==> src/rtl/bp_be_aux_wb_sched.sv <==
// Issue/writeback scheduler for the FP auxiliary pipe, sharing the FP regfile write port with the FMA pipe.
// Latency: an accepted issue reaches writeback exactly latency_p cycles later; the valid/rd/file tags ride a shift chain.
// Backpressure: issue_ready_o drops only for FP-destination ops whose writeback slot is already reserved by an FMA op.
//
// Ports:
//   clk_i, reset_i (async, active-high)
//   issue_v_i / issue_ready_o / issue_rd_addr_i / issue_fp_not_int_i : aux issue handshake and destination
//   fma_issue_v_i : FMA op issued this cycle (already granted)
//   flush_i       : kill every in-flight aux op
//   fflags_i / fflags_clear_i / fflags_acc_o : sticky exception-flag accumulator
//   wb_v_o / wb_rd_addr_o / wb_fp_not_int_o  : writeback of the oldest aux op
//   idle_o        : no aux op in flight
//   stall_cnt_o   : saturating stall-cycle counter, present only with BP_BE_AUX_SCHED_PERF_EN defined
module bp_be_aux_wb_sched #(
    parameter int latency_p        = 4,
    parameter int fma_latency_p    = 5,
    parameter int reg_addr_width_p = 5
) (
    input  logic                        clk_i,
    input  logic                        reset_i,
    input  logic                        issue_v_i,
    output logic                        issue_ready_o,
    input  logic [reg_addr_width_p-1:0] issue_rd_addr_i,
    input  logic                        issue_fp_not_int_i,
    input  logic                        fma_issue_v_i,
    input  logic                        flush_i,
    input  logic [4:0]                  fflags_i,
    input  logic                        fflags_clear_i,
    output logic                        wb_v_o,
    output logic [reg_addr_width_p-1:0] wb_rd_addr_o,
    output logic                        wb_fp_not_int_o,
    output logic [4:0]                  fflags_acc_o,
    output logic                        idle_o
`ifdef BP_BE_AUX_SCHED_PERF_EN
    ,
    output logic [31:0]                 stall_cnt_o
`endif
);

    // ------------------------------------------------------------------
    // FP write-port reservations made by the FMA pipe.
    // Only slots that an aux issue made now could still collide with are
    // kept: bit 0 means "FP port busy latency_p cycles from now", the top
    // bit means "busy fma_latency_p-1 cycles from now" and is loaded by
    // the FMA issue of the previous cycle. If the FMA pipe is not longer
    // than the aux pipe, no registered reservation can ever land on the
    // aux writeback slot.
    // ------------------------------------------------------------------
    logic fp_busy_reg;

    if (fma_latency_p > latency_p) begin : g_res
        localparam int ResW = fma_latency_p - latency_p;
        logic [ResW-1:0] res_q, res_d;

        always_comb begin
            res_d           = res_q >> 1;
            res_d[ResW-1]   = fma_issue_v_i;
        end

        always_ff @(posedge clk_i or posedge reset_i) begin
            if (reset_i) res_q <= '0;
            else         res_q <= res_d;
        end

        assign fp_busy_reg = res_q[0];
    end else begin : g_no_res
        assign fp_busy_reg = 1'b0;
    end

    // A same-cycle FMA issue with equal latency would land on the same
    // slot; the FMA op wins the tie.
    logic fp_busy;
    assign fp_busy       = fp_busy_reg | (fma_issue_v_i & (fma_latency_p == latency_p));
    assign issue_ready_o = ~(issue_fp_not_int_i & fp_busy);

    logic accept;
    assign accept = issue_v_i & issue_ready_o;

    // ------------------------------------------------------------------
    // Aux tag chain: stage latency_p-1 drives writeback directly.
    // ------------------------------------------------------------------
    logic [latency_p-1:0]                       v_q, v_d;
    logic [latency_p-1:0]                       fp_q, fp_d;
    logic [latency_p-1:0][reg_addr_width_p-1:0] rd_q, rd_d;

    always_comb begin
        v_d     = '0;
        fp_d    = fp_q;
        rd_d    = rd_q;
        // A flush also swallows an op accepted in the same cycle.
        v_d[0]  = accept & ~flush_i;
        fp_d[0] = issue_fp_not_int_i;
        rd_d[0] = issue_rd_addr_i;
        for (int i = 1; i < latency_p; i++) begin
            v_d[i]  = v_q[i-1] & ~flush_i;
            fp_d[i] = fp_q[i-1];
            rd_d[i] = rd_q[i-1];
        end
    end

    always_ff @(posedge clk_i or posedge reset_i) begin
        if (reset_i) begin
            v_q  <= '0;
            fp_q <= '0;
            rd_q <= '0;
        end else begin
            v_q  <= v_d;
            fp_q <= fp_d;
            rd_q <= rd_d;
        end
    end

    assign wb_v_o          = v_q[latency_p-1];
    assign wb_fp_not_int_o = fp_q[latency_p-1];
    assign wb_rd_addr_o    = rd_q[latency_p-1];
    assign idle_o          = ~|v_q;

    // ------------------------------------------------------------------
    // Sticky fflags. A clear coinciding with a commit keeps that commit's
    // flags so they are not lost.
    // ------------------------------------------------------------------
    logic [4:0] fflags_acc_q, fflags_acc_d;

    always_comb begin
        fflags_acc_d = fflags_acc_q;
        if (fflags_clear_i) fflags_acc_d = wb_v_o ? fflags_i : 5'b0;
        else if (wb_v_o)    fflags_acc_d = fflags_acc_q | fflags_i;
    end

    always_ff @(posedge clk_i or posedge reset_i) begin
        if (reset_i) fflags_acc_q <= '0;
        else         fflags_acc_q <= fflags_acc_d;
    end

    assign fflags_acc_o = fflags_acc_q;

`ifdef BP_BE_AUX_SCHED_PERF_EN
    logic [31:0] stall_cnt_q, stall_cnt_d;

    always_comb begin
        stall_cnt_d = stall_cnt_q;
        if (issue_v_i & ~issue_ready_o & ~&stall_cnt_q) stall_cnt_d = stall_cnt_q + 32'd1;
    end

    always_ff @(posedge clk_i or posedge reset_i) begin
        if (reset_i) stall_cnt_q <= '0;
        else         stall_cnt_q <= stall_cnt_d;
    end

    assign stall_cnt_o = stall_cnt_q;
`endif

endmodule

==> config.mk <==
export PLATFORM = sky130hd
export DESIGN_NAME = bp_be_aux_wb_sched
export DESIGN_NICKNAME = d
export VERILOG_FILES = /design/src/rtl/bp_be_aux_wb_sched.sv
export SDC_FILE = /design/constraint.sdc
export NUM_CORES = 1
export LEC_CHECK = 0
export CAP_MARGIN = 10
export CELL_PAD_IN_SITES_DETAIL_PLACEMENT = 1
export CELL_PAD_IN_SITES_GLOBAL_PLACEMENT = 1
export CORE_ASPECT_RATIO = 0.8
export CORE_UTILIZATION = 35
export CTS_CLUSTER_SIZE = 8
export DETAILED_ROUTE_END_ITERATION = 16
export PLACE_DENSITY = 0.75
export SLEW_MARGIN = 20
export SYNTH_ARGS = -nofsm -noshare
export SYNTH_HDL_FRONTEND = slang
export SYNTH_SLANG_ARGS = --single-unit
==> constraint.sdc <==
create_clock -name clk_i -period 1.2 [get_ports clk_i]
set_input_delay 0.24 -clock clk_i [delete_from_list [all_inputs] [get_ports clk_i]]
set_output_delay 0.24 -clock clk_i [all_outputs]
set_load 0.02 [all_outputs]
### Yosys cells after proc, flatten, opt, wreduce, memory -nomap -nowiden

Index checks and enable logic that the tools add are counted.

| cells by class | value |
|---|---|
| muxes and demuxes | 3 |
| bitwise operators | 9 |
| reduce and logical (&&, ||, !) cells | 3 |

Operator list:

| cell | number |
|---|---|
| 5-bit 2-to-1 mux | 3 |
| 1-bit bitwise AND | 6 |
| 5-bit bitwise OR | 1 |
| 4-bit OR reduction | 1 |
| 1-bit inverter | 2 |
| 2-bit nonzero test | 1 |
| 1-bit logical NOT | 1 |

| word-level totals | value |
|---|---|
| register bits | 34 |
| input bits | 17 |
| output and inout port bits | 14 |
| logic and storage cells | 23 |

### Longest topological paths before layout

| depth | value |
|---|---|
| depth after elaboration | 4 |
| depth in mapped cells | 2 |
| gate-level depth less buffers | 2 |

### Least setup slack after synthesis

OpenSTA, ideal clock, no wires.

| timing path | value |
|---|---|
| path kind | register -> output |
| start | reg v_q[3] |
| end | out idle_o |
| arrival | 1.040 ns |
| required time | 0.960 ns |
| setup slack | -0.080 ns |
| cell stages (with the launch flop) | 2 |
| buffers on the path | 0 |
| path through | dfrtp_1 -> nor4_2 |

| on the way | value |
|---|---|
| cells in the longest elaborated chain, start to end | 2 |

Ends and longest elaborated chain:

| what | line | source |
|---|---|---|
| start, declared | 82 | `logic [latency_p-1:0] v_q, v_d;` |
| start signal, assigned | 107 | `v_q <= v_d;` |
| 4-bit OR reduction | 116 | `assign idle_o = ~\|v_q;` |
| 1-bit logical NOT | 116 |  |
| end, declared | 33 | `output logic idle_o` |

No other way between the ends.

### Worst setup path in the final report

Ends and elaborated chain as after synthesis.

==> run summary <==
status - finished with violations
failing checks - negative setup slack
number of synthesized register bits - 34
Slew @ Worst Pin - 0.182 ns
critical path startpoint - v_q[3]
Reg power frac - 57.4%
Async SR Flop Fraction - 100%
Synth cell types - 7
gr busiest metal - met2
max_cap viols - 0
first-pass GRT wire length - 2.81 mm
Max Clock Freq - 707 MHz
syn nets - 73
WHS - 0.0601 ns
Leakage - 0.660 nW
r2r startpoint - v_q[3]
Nets - 113
Worst Hold Class - in -> reg
flop-to-flop setup slack - 0.24 ns
Clk Latency, worst-skew pair - 0.32 ns
clock root buffer master - clkbuf_4
unrepaired setup endpoints after global routing - true
Clock Skew - 0.0113 ns
clock buffer depth - 2
Placed Cells - 124
largest net degree at the start of global routing - 35
Sw Ratio - 20.6%
Layout Cells excl Fill - 133
FF/Latch Area - 851 um^2
Worst EP required - 0.96 ns
Synth top area share - 88.5%
WS Path Type - reg -> out
most common cell in the synthesized netlist - dfrtp_1
hold path start - issue_fp_not_int_i
Die ar. - 2960 um^2
cell area after synthesis - 961 um^2
Num CTS Buffers - 5
Clock Power Share - 35.6%
Slew headroom - 87.8%
Initial DRT Pass Iterations - 2
WL final - 1.65 mm
Main synth FF type - dfrtp_1
initial antenna violation count - 0
Setup WS post-layout - -0.214 ns
vias in the first global route - 608
Worst VDD drop - 0.000856 V
r2r endpoint - fflags_acc_o[2]
clk sinks - 34
Syn Area/Cell - 17.2 um^2
gr ovfl total - 0
Startpoint Class - flip-flop
Layout area overhead - 43.2%
Rows - 16
Area contributors post-synth - dfrtp_1 89%, o21ai_0 2.6%, inv_1 2.3%
endpoint class of the critical path - output pin
CTS tree - built
minimum clock period after layout - 1.41 ns
Synth area leader - dfrtp_1
Vias per Instance - 4.16
Slew Limit Fails - 0
Starting Density - 38.1%
fill count - 258
Data arrival, critical path - 1.17 ns
gpl congestion - 0.571
Cells after Synth - 56
Worst Hold End - fp_q[0]
diodes inserted - 0
met2 Usage GRT - 21.6%
initial drt markers - 9
YS warnings - 0
Cell Int Power - 1.67 mW
H-tree depth - 2
met3 global-route usage - 7.69%
DR WL/cell - 12.4 um
core area - 2520 um^2
residual DRC count - 0
worst-path fanout max - 2
register area share after synthesis - 88.5%
EDFF count, synth - 0
hold-critical path depth - 1
final hold vios - 0
Routed Antenna Nets - 0
dpl hpwl - 1.17 mm
Gate power share - 7.0%
sw power - 0.435 mW
met1 Usage GRT - 16.2%
die width - 60.6 um
Worst Reg2Reg Path Length in Cells - 4
vias after detailed routing - 553
Power Total - 2.11 mW
PortBufs - 30
share of cells above drive strength 1 - 26.8%
final setup fails - 2
area of the multi-input gates - 96.3 um^2
final period utilization - 118%
Die H - 48.9 um
pwr/cell area - 1530 nW/um^2
Post-synth top cells - 34 x dfrtp_1, 6 x inv_1, 6 x nand2_1, 5 x o21ai_0, 3 x nor2b_1
setup TNS - -0.383 ns
Boundary Pins - 31
Worst-path clk slew - 0.09 ns
GRT Total Usage - 14.3%
Largest register FFs - 15
==> how the worst max path moves through the flow <==
stage               endpoint  slack [ns]  depth (start not counted)
2_1_floorplan         idle_o        0.02                          1
3_3_place_gp   issue_ready_o       -0.37                          3
3_5_place_dp   issue_ready_o       -0.39                          3
4_1_cts               idle_o       -0.24                          2
5_1_grt               idle_o       -0.27                          2
6_report              idle_o       -0.21                          2
==> power groups by stage <==
stage / Clock (mW) / Combinational, mW / Sequential [mW]
4_1_cts: 0.777 / 0.156 / 1.21
5_1_grt: 0.815 / 0.161 / 1.22
3_3_place_gp: 0 / 0.160 / 1.23
3_5_place_dp: 0 / 0.164 / 1.23
6_report: 0.749 / 0.148 / 1.21
2_1_floorplan: 0 / 0.0356 / 1.25
==> routing by layer <==
layer  up-vias  share of wire, %
met5         -                 0
met4         0               2.0
met3         5               7.6
met2        25                51
met1       269                40
li1        254                 -
==> area by class of cell <==
cell class,instances,area share (%)
tap,36,3.27
timing repair buffer,33,20.5
sequential,34,61.8
inverter,6,1.64
clock buffer,8,5.73
multi-input combinational,16,7.00
==> worst max-delay path, cell delays in order, from the launching register on <==
cell and delay [ns]:
dfrtp_1 0.42, nor4_4 0.27, buf_4 0.17
==> cell usage in the layout (no fill, tap or decap), drive strengths merged <==
master	Yosys	final
nor4	1	1
nand2	6	6
dlymetal6s2s	0	1
inv	6	6
dfrtp	34	34
clkbuf	0	8
o21ai	5	5
buf	0	17
clkdlybuf4s50	0	15
and3b	1	1
nor2b	3	3
==> cells by family (layout without fill, tap and decap cells) <==
group	after synthesis	count (layout)	synth area share (%)
compound gates	5	5	2.60
flops	34	34	88.5
simple gates	11	11	6.51
buf+inv	6	47	2.34
==> metrics by stage <==
stage          worst slack [ns]  area [um^2]  utilization [%]
5_1_grt                  -0.273         1380             54.6
6_report                 -0.214         1380             54.6
3_3_place_gp             -0.375         1340             53.2
3_5_place_dp             -0.393         1340             53.2
4_1_cts                  -0.239         1400             55.6
2_1_floorplan            0.0173          970                -
==> timing repair <==
action / CTS / global route
resized for setup: 55 / 8
buffers inserted: 1 / 1
setup endpoints to repair: 14 / 8
hold buffers: 0 / 0
pin swaps: 0 / 0
Note: power is estimated with default switching activity, not from simulation.
